## src/rtl/div_unit_cdb.sv

```systemverilog
// div_unit_cdb: Tomasulo divide functional unit with three reservation
// stations and the common data bus arbiter. Only one unsigned division
// runs at a time.
//
// State table for the divider FSM:
//   state    | meaning
//   DIV_IDLE | no division running; a ready station may start
//   DIV_EXEC | quotient latched, latency counter running down
//   DIV_HOLD | result pending on cdb_request/cdb_out until granted
//
// Ports:
//   clk, rst                     clock (rising edge), async active-high reset
//   issue, q1_in, q2_in,
//   v1_in, v2_in                 divide issue with operand tags/values
//   alu/mul/ls_cdb_request,
//   alu/mul/ls_cdb_in            external CDB requests {tag, data}
//   all_busy                     all three stations occupied
//   cdb_request, cdb_out         pending divide result {tag, quotient}
//   cdb                          registered bus {valid, tag, data}
module div_unit_cdb #(
  parameter int         DIV_LATENCY = 4,
  parameter logic [4:0] UNIT_ID     = 5'b00100
) (
  input  logic        clk,
  input  logic        rst,
  input  logic        issue,
  input  logic [7:0]  q1_in,
  input  logic [7:0]  q2_in,
  input  logic [31:0] v1_in,
  input  logic [31:0] v2_in,
  input  logic        alu_cdb_request,
  input  logic        mul_cdb_request,
  input  logic        ls_cdb_request,
  input  logic [39:0] alu_cdb_in,
  input  logic [39:0] mul_cdb_in,
  input  logic [39:0] ls_cdb_in,
  output logic        all_busy,
  output logic        cdb_request,
  output logic [39:0] cdb_out,
  output logic [40:0] cdb
);

  localparam int CNT_W = (DIV_LATENCY > 2) ? $clog2(DIV_LATENCY) : 1;
  localparam logic [CNT_W-1:0] CNT_LOAD = CNT_W'(DIV_LATENCY - 1);

  typedef enum logic [1:0] {DIV_IDLE, DIV_EXEC, DIV_HOLD} div_state_t;

  div_state_t       state, state_nx;
  logic [CNT_W-1:0] cnt, cnt_nx;
  logic [1:0]       cur_idx;
  logic [31:0]      quot;

  logic [2:0]  rs_busy, rs_exec, rs_ready;
  logic [7:0]  rs_q1 [3];
  logic [7:0]  rs_q2 [3];
  logic [31:0] rs_v1 [3];
  logic [31:0] rs_v2 [3];

  logic        cdb_valid;
  logic [7:0]  cdb_tag;
  logic [31:0] cdb_data;
  logic [2:0]  cur_lo;
  logic        granted, issue_ok, start;
  logic [1:0]  issue_idx, start_idx;
  logic [31:0] sel_v1, sel_v2, sel_quot;

  assign cdb_valid = cdb[40];
  assign cdb_tag   = cdb[39:32];
  assign cdb_data  = cdb[31:0];

  assign cur_lo   = 3'(cur_idx) + 3'd1;
  // Our own tag on the bus is the grant; drop the request in that cycle so
  // the arbiter never broadcasts the same result twice.
  assign granted     = (state == DIV_HOLD) && cdb_valid && (cdb_tag == {UNIT_ID, cur_lo});
  assign cdb_request = (state == DIV_HOLD) && !granted;
  assign cdb_out     = (state == DIV_HOLD) ? {UNIT_ID, cur_lo, quot} : 40'd0;

  assign all_busy = &rs_busy;
  assign issue_ok = issue && !all_busy;

  always_comb begin
    for (int i = 0; i < 3; i++) begin
      rs_ready[i] = rs_busy[i] && !rs_exec[i] && (rs_q1[i] == 8'd0) && (rs_q2[i] == 8'd0);
    end
  end

  always_comb begin
    issue_idx = 2'd2;
    if (!rs_busy[0])      issue_idx = 2'd0;
    else if (!rs_busy[1]) issue_idx = 2'd1;
  end

  always_comb begin
    start_idx = 2'd0;
    sel_v1    = rs_v1[0];
    sel_v2    = rs_v2[0];
    if (rs_ready[0]) begin
      start_idx = 2'd0;
    end else if (rs_ready[1]) begin
      start_idx = 2'd1;
      sel_v1    = rs_v1[1];
      sel_v2    = rs_v2[1];
    end else begin
      start_idx = 2'd2;
      sel_v1    = rs_v1[2];
      sel_v2    = rs_v2[2];
    end
  end

  assign sel_quot = (sel_v2 == 32'd0) ? 32'hFFFF_FFFF : sel_v1 / sel_v2;

  // A new division may start on the same edge the previous result is granted.
  assign start = ((state == DIV_IDLE) || granted) && (|rs_ready);

  always_comb begin
    state_nx = state;
    cnt_nx   = cnt;
    case (state)
      DIV_IDLE: ;
      DIV_EXEC: begin
        if (cnt == CNT_W'(1)) state_nx = DIV_HOLD;
        else                  cnt_nx   = cnt - CNT_W'(1);
      end
      DIV_HOLD: if (granted) state_nx = DIV_IDLE;
      default:  state_nx = DIV_IDLE;
    endcase
    if (start) begin
      state_nx = (DIV_LATENCY == 1) ? DIV_HOLD : DIV_EXEC;
      cnt_nx   = CNT_LOAD;
    end
  end

  always_ff @(posedge clk or posedge rst) begin
    if (rst) begin
      state   <= DIV_IDLE;
      cnt     <= '0;
      cur_idx <= 2'd0;
      quot    <= 32'd0;
    end else begin
      state <= state_nx;
      cnt   <= cnt_nx;
      if (start) begin
        cur_idx <= start_idx;
        quot    <= sel_quot;
      end
    end
  end

  always_ff @(posedge clk or posedge rst) begin
    if (rst) begin
      rs_busy <= 3'b000;
      rs_exec <= 3'b000;
      for (int i = 0; i < 3; i++) begin
        rs_q1[i] <= 8'd0;
        rs_q2[i] <= 8'd0;
        rs_v1[i] <= 32'd0;
        rs_v2[i] <= 32'd0;
      end
    end else begin
      for (int i = 0; i < 3; i++) begin
        if (granted && (cur_idx == 2'(i))) begin
          rs_busy[i] <= 1'b0;
          rs_exec[i] <= 1'b0;
        end else if (rs_busy[i]) begin
          if (cdb_valid && (cdb_tag != 8'd0) && (rs_q1[i] == cdb_tag)) begin
            rs_q1[i] <= 8'd0;
            rs_v1[i] <= cdb_data;
          end
          if (cdb_valid && (cdb_tag != 8'd0) && (rs_q2[i] == cdb_tag)) begin
            rs_q2[i] <= 8'd0;
            rs_v2[i] <= cdb_data;
          end
          if (start && (start_idx == 2'(i))) rs_exec[i] <= 1'b1;
        end else if (issue_ok && (issue_idx == 2'(i))) begin
          rs_busy[i] <= 1'b1;
          rs_exec[i] <= 1'b0;
          // Operand broadcast on the issue edge is captured directly.
          if (cdb_valid && (q1_in != 8'd0) && (cdb_tag == q1_in)) begin
            rs_q1[i] <= 8'd0;
            rs_v1[i] <= cdb_data;
          end else begin
            rs_q1[i] <= q1_in;
            rs_v1[i] <= v1_in;
          end
          if (cdb_valid && (q2_in != 8'd0) && (cdb_tag == q2_in)) begin
            rs_q2[i] <= 8'd0;
            rs_v2[i] <= cdb_data;
          end else begin
            rs_q2[i] <= q2_in;
            rs_v2[i] <= v2_in;
          end
        end
      end
    end
  end

  // Fixed priority: ALU > mul > div > load/store.
  always_ff @(posedge clk or posedge rst) begin
    if (rst) begin
      cdb <= 41'd0;
    end else if (alu_cdb_request) begin
      cdb <= {1'b1, alu_cdb_in};
    end else if (mul_cdb_request) begin
      cdb <= {1'b1, mul_cdb_in};
    end else if (cdb_request) begin
      cdb <= {1'b1, cdb_out};
    end else if (ls_cdb_request) begin
      cdb <= {1'b1, ls_cdb_in};
    end else begin
      cdb <= 41'd0;
    end
  end

endmodule

```

## config.mk

```make
export PLATFORM = sky130hd
export DESIGN_NAME = div_unit_cdb
export DESIGN_NICKNAME = d
export VERILOG_FILES = /design/src/rtl/div_unit_cdb.sv
export SDC_FILE = /design/constraint.sdc
export NUM_CORES = 2
export LEC_CHECK = 0
export CAP_MARGIN = 10
export CORE_ASPECT_RATIO = 0.9
export CORE_MARGIN = 3
export CORE_UTILIZATION = 42
export DETAILED_ROUTE_END_ITERATION = 10
export HOLD_SLACK_MARGIN = 0.08
export MAX_ROUTING_LAYER = met4
export PLACE_DENSITY = 0.7
export SLEW_MARGIN = 20
export SYNTH_ARGS = -nofsm -noshare
export SYNTH_HDL_FRONTEND = slang
export SYNTH_SLANG_ARGS = --single-unit
```

## constraint.sdc

```tcl
create_clock -name clk -period 73.8 [get_ports clk]
set_input_delay 11.07 -clock clk [delete_from_list [all_inputs] [get_ports clk]]
set_output_delay 11.07 -clock clk [all_outputs]
set_load 0.02 [all_outputs]
```

# ---- After elaboration in Yosys (flattened, before gate mapping)
# Cells that the tools add are included.
dict set report totals {
  regBits 325
  latchBits 0
  ram_bits 0
  rom_bits 0
  inputBits 206
  output_inout_bits 83
  elab_cells 214
  mem_count 0
}
dict set report classes {
  add_sub_neg 2
  multipliers 0
  div 1
  n_lt_le_gt_ge 0
  eq_ne 31
  n_shift 0
  n_mux 82
  bitwise 3
  n_reduce_logical 74
}
# cell count
set ops {}
lappend ops {{2-to-1 mux 32 bit} 25}
lappend ops {{2-to-1 mux 41 bit} 4}
lappend ops {{2-to-1 mux 8 bit} 20}
lappend ops {{== test 8 bit} 8}
lappend ops {{zero test 8 bit} 6}
lappend ops {{2-to-1 mux 38 bit} 1}
lappend ops {{logical AND 1 bit} 34}
lappend ops {{divider 32 x 32 -> 32 bit} 1}
lappend ops {{zero test 32 bit} 1}
lappend ops {{AND reduction 3 bit} 8}
lappend ops {{nonzero test 8 bit} 3}
lappend ops {{2-to-1 mux 1 bit} 21}
lappend ops {{2-to-1 mux 2 bit} 10}
lappend ops {{!= test 2 x 1 -> 1 bit (second input constant)} 6}
lappend ops {{== test 2 x 1 -> 1 bit (second input constant)} 5}
lappend ops {{!= test 3 x 1 -> 1 bit (second input constant)} 3}
lappend ops {{nonzero test 3 bit} 3}
lappend ops {{== test 2 bit (second input constant)} 4}
lappend ops {{== test 8 x 6 -> 1 bit} 1}
lappend ops {{zero test 2 bit} 4}
lappend ops {{AND reduction 2 bit} 4}
lappend ops {{nonzero test 2 bit} 4}
lappend ops {{!= test 3 bit (second input constant)} 2}
lappend ops {{one-hot mux 2 bit (3 select lines)} 1}
lappend ops {{other kinds (7)} 14}

# ---- Depth between registers and ports, before layout
dict set report logic_depth {
  depth_word 11
  mapped_depth 400
  depth_no_buf 364
}

# ---- Worst setup path after synthesis
# No wires, ideal clock.
dict set report synth_timing {
  path_type {register -> register}
  start {reg rs_busy[0]}
  end {reg quot[0]}
  t_arrival_ns 77.712
  setup_slack_ns -4.046
  path_stages_with_launch 370
  period_less_slack_ns 77.846
  cell_sequence {dfrtp_1 buf_2 nor4b_1 nand2_1 or2_0 clkbuf_1 clkbuf_1 buf_1 clkbuf_1 buf_1 buf_1 clkbuf_1 o21ai_0 ha_1 o21a_1 or2_2 nand2_1 nor2_1 [334 not listed] mux2i_1 ha_1 a21o_1 a21o_1 a21o_1 a21o_1 a21o_1 a21oi_1 nor2b_1 o21ai_0 nand2b_1 a21oi_1 nor2b_1 o21ai_0 o2bb2ai_1 o21ai_0 nand3_1 a31oi_1}
}
dict set report synth_via {
  elab_chain_cells 6
  elab_cells_between_ends 10
  classes_between {div (1); mux (3); reduce/logical (6)}
}
# element line
set synth_lines {}
lappend synth_lines {{from (decl)} 53} ;# logic [2:0] rs_busy, rs_exec, rs_ready;
lappend synth_lines {{from (signal assigned)} 151} ;# rs_busy <= 3'b000;
lappend synth_lines {{from (signal, indexed assignment)} 162} ;# rs_busy[i] <= 1'b0;
lappend synth_lines {{from (signal, indexed assignment)} 175} ;# rs_busy[i] <= 1'b1;
lappend synth_lines {{logical AND 1 bit (*) (3 in a row)} 83} ;# rs_ready[i] = rs_busy[i] && !rs_exec[i] && (rs_q1[i] == 8'd0) && (rs_q2[i] == 8'd0);
lappend synth_lines {{2-to-1 mux 32 bit} 97} ;# if (rs_ready[0]) begin
lappend synth_lines {{divider 32 x 32 -> 32 bit / zero test 32 bit (equally long branches)} 110} ;# assign sel_quot = (sel_v2 == 32'd0) ? 32'hFFFF_FFFF : sel_v1 / sel_v2;
lappend synth_lines {{2-to-1 mux 32 bit} 110}
lappend synth_lines {{to (signal assigned)} 144} ;# quot <= sel_quot;
lappend synth_lines {{to (decl)} 51} ;# logic [31:0] quot;
# Mark *: on every way between the ends. The rest lies on a longest branch, timed or not.
# A chain may end at the register's enable or synchronous reset.

# ---- Worst setup path in the final report
dict set report layout_timing {
  start {reg rs_v2[16] in the netlist's numbering}
  end {reg quot[0]}
}
dict set report layout_via {
  elab_chain_cells 4
  elab_cells_between_ends 5
  classes_between {div (1); mux (3); reduce/logical (1)}
}
# element line
set layout_lines {}
lappend layout_lines {{from (decl)} 57} ;# logic [31:0] rs_v2 [3];
lappend layout_lines {{from (signal, indexed assignment)} 171} ;# rs_v2[i] <= cdb_data;
lappend layout_lines {{from (signal, indexed assignment)} 187} ;# rs_v2[i] <= cdb_data;
lappend layout_lines {{from (signal, indexed assignment)} 190} ;# rs_v2[i] <= v2_in;
lappend layout_lines {{2-to-1 mux 32 bit (*)} 99} ;# end else if (rs_ready[1]) begin
lappend layout_lines {{2-to-1 mux 32 bit (*)} 97}
lappend layout_lines {{divider 32 x 32 -> 32 bit / zero test 32 bit (equally long branches)} 110}
lappend layout_lines {{2-to-1 mux 32 bit (*)} 110}
# Marked as above.

==> summary.md <==
| Metric | Value |
|---|---|
| Routed wire per std cell | `25.6 µm` |
| IO Port Bufs | `284` |
| Max H-tree Level | `2` |
| Vias in the first global route | `47900` |
| Multi-input logic area | `0.0377 mm²` |
| Max Cap Viol | `0` |
| Fin crit share | `95.9%` |
| Post-Layout Cell Count | `8210` |
| Die width | `353 µm` |
| Worst-path clk slew | `0.07 ns` |
| Initial drt markers | `5996` |
| CP max stage cell | `or4_1` |
| Antenna-violating nets left | `0` |
| Clk_lat worst skew | `0.61 ns` |
| Final hold vios | `0` |
| Netlist cell types | `96` |
| CTS buffer count | `40` |
| Req. time, crit path | `74.26 ns` |
| Detailed Place HPWL | `162000 µm` |
| Detailed Route WL | `210000 µm` |
| Die ar. | `0.113 mm²` |
| Largest net degree at the start of global routing | `123` |
| Post-Syn Area | `0.0456 mm²` |
| Ys Warns | `0` |
| # fillers | `10500` |
| Setup violators final | `0` |
| Minimum clock period | `70.76 ns` |
| Initial antenna violation count | `19` |
| Top_reg_cell synth | `dfrtp_1` |
| Max-slew violations | `0` |
| Seq/Total Area, Yosys | `17.8%` |
| F_max | `14.1 MHz` |
| First-pass GRT wire length | `305000 µm` |
| Starting Density | `42.4%` |
| Kind of critical path | `reg -> reg` |
| CP max stage delay | `0.57 ns` |
| Slew @ Worst Pin | `1.14 ns` |
| CTS max path bufs | `3` |
| Vias per cell | `6.30` |
| HP Class | `reg -> reg` |
| Placer Congestion | `1.09` |
| Root Buffer | `clkbuf_16` |
| Clock Skew | `0.0261 ns` |
| Slew HR | `23.9%` |
| CP Capture Type | `flop` |
| Rows | `114` |
| Worst EP arrival | `71.22 ns` |
| Clock Sinks | `325` |
| TritonCTS clock tree | `done` |
| Hold buffer count at cts | `0` |
| FF/Latch Area | `0.00813 mm²` |
| Synth Instances | `6147` |
| Asr flop ratio synth | `100%` |
| Cell mode on critical path | `ha_1` |
| Total number of vias | `51700` |
| Layout overhead on the synthesized area | `23.8%` |
| Drt pass-1 iters | `8` |
| Layout Nets | `7455` |
| Share of cells above drive strength 1 | `15.4%` |
| CP startpoint kind | `flop` |
| Crit-path max FO | `40` |
| Average cell area after synthesis | `7.42 µm²` |
| DRC Markers | `0` |
| Core Footprint | `0.108 mm²` |
| Status | `finished, final reports clean` |
| Final Util | `52.5%` |
| Placed Instances | `8040` |
| EDFF count, synth | `0` |
| I/O Pins | `289` |
| Synthesized flop and latch total | `325` |
| Total grt overflow | `0` |
| GRT Util Overall | `36.3%` |
| Die Y | `319 µm` |
worst paths after layout:
| path | start | end | slack [ns] | cells after the start |
|---|---|---|---|---|
| min reg2reg | cnt[0] | cnt[0] | 0.48 | 1 |
| max | rs_v2[16] | quot[0] | 3.04 | 356 |
| min | cnt[0] | cnt[0] | 0.48 | 1 |
| max in group asynchronous | rst | rs_v2[91] | 60.45 | 4 |
| min in group asynchronous | rst | cdb[25] | 10.97 | 2 |
| max reg2reg | rs_v2[16] | quot[0] | 3.04 | 356 |
flip-flops by register name (all words and copies together), names as in the netlist, 3 cells and up:
register	flops
rs_q1	24
rs_v1	96
rs_q2	24
rs_v2	96
quot	32
rs_busy	3
cdb	41
rs_exec	3
per-layer routing:
| metal | track usage [%] | part of all wire [%] | vias up |
|---|---|---|---|
| li1 | - | - | 23600 |
| met1 | 50.2 | 43 | 24800 |
| met2 | 52.1 | 41 | 2794 |
| met3 | 7.28 | 11 | 478 |
| met4 | 13.1 | 4.2 | 0 |
| met5 | - | 0 | - |
area by class of cell:
class	instances	area share (%)
Tap cell	1450	3.21
Clock inverter	22	0.401
Antenna cell	14	0.0621
Timing Repair Buffer	789	12.1
Multi-Input combinational cell	5405	66.8
Sequential cell	325	14.4
Inverter	154	1.04
Clock buffer	51	2.02
cell usage in the layout (no fill, tap or decap), types with 181 or more instances in the layout:
master           instances
nand2_1                850
o21ai_0                520
ha_1                   525
buf_4                  487
nand3_1                181
clkdlybuf4s50_1        281
a21oi_1                412
dfrtp_1                324
mux2i_1                239
nor2_1                 479
xnor2_1                224
worst max-delay path: cells and delay by family (launching register included):
family	cells	cell delay, ns
AOI/OAI and AO/OA	174	33.18
adders and majority gates	31	9.45
buffers and inverters	41	6.55
DFF	1	0.41
muxes	9	2.79
and+or+nand+nor	101	18.13
stage by stage:
step                instance area, µm²  hold slack, ns  setup WS [ns]  setup TNS [ns]
global route                     56400           0.498         -0.645          -0.645
CTS                              54500           0.481      0.0000426               0
detailed placement               52900           0.468          -2.58           -3.40
global placement                 52900           0.457          -1.13           -1.13
floorplan                        45800           0.442         0.0359               0
finish                           56400           0.484           3.04               0
cells in the mapped netlist (75+ instances only):
| cell type | count | area, µm² |
|---|---|---|
| nand2_1 | 865 | 3250 |
| a31oi_1 | 82 | 513 |
| o21a_1 | 131 | 983 |
| xnor2_1 | 224 | 1960 |
| nand3_1 | 185 | 926 |
| nor2_1 | 497 | 1870 |
| xor2_1 | 178 | 1560 |
| dfrtp_1 | 325 | 8130 |
| clkbuf_1 | 220 | 826 |
| o21ai_0 | 574 | 2870 |
| and2_1 | 79 | 494 |
| mux2i_1 | 250 | 2500 |
| mux2_2 | 88 | 991 |
| nor2b_1 | 75 | 469 |
| a21oi_1 | 459 | 2300 |
| ha_1 | 534 | 6680 |
| inv_1 | 154 | 578 |
| nor3_1 | 177 | 886 |
| a21o_1 | 157 | 1180 |
cell families after synthesis:
| group | Yosys count | share of synthesized area (%) |
|---|---|---|
| fa+ha+maj | 534 | 14.6 |
| other cells | 1 | 0.00822 |
| mux | 338 | 7.66 |
| flops | 325 | 17.8 |
| buf+inv | 421 | 3.57 |
| simple gates | 2288 | 23.3 |
| xor+xnor | 402 | 7.72 |
| compound gates | 1838 | 25.2 |
repair_timing:
item                       4_1_cts  5_1_grt
gates resized for setup         54      286
pin swaps                        3      103
setup endpoints to repair        2        3
cloned                           0        3
buffers inserted                 1       79
Power is not shown: default switching activity piles up to over one toggle a cycle in this logic, so the estimate is an artifact.
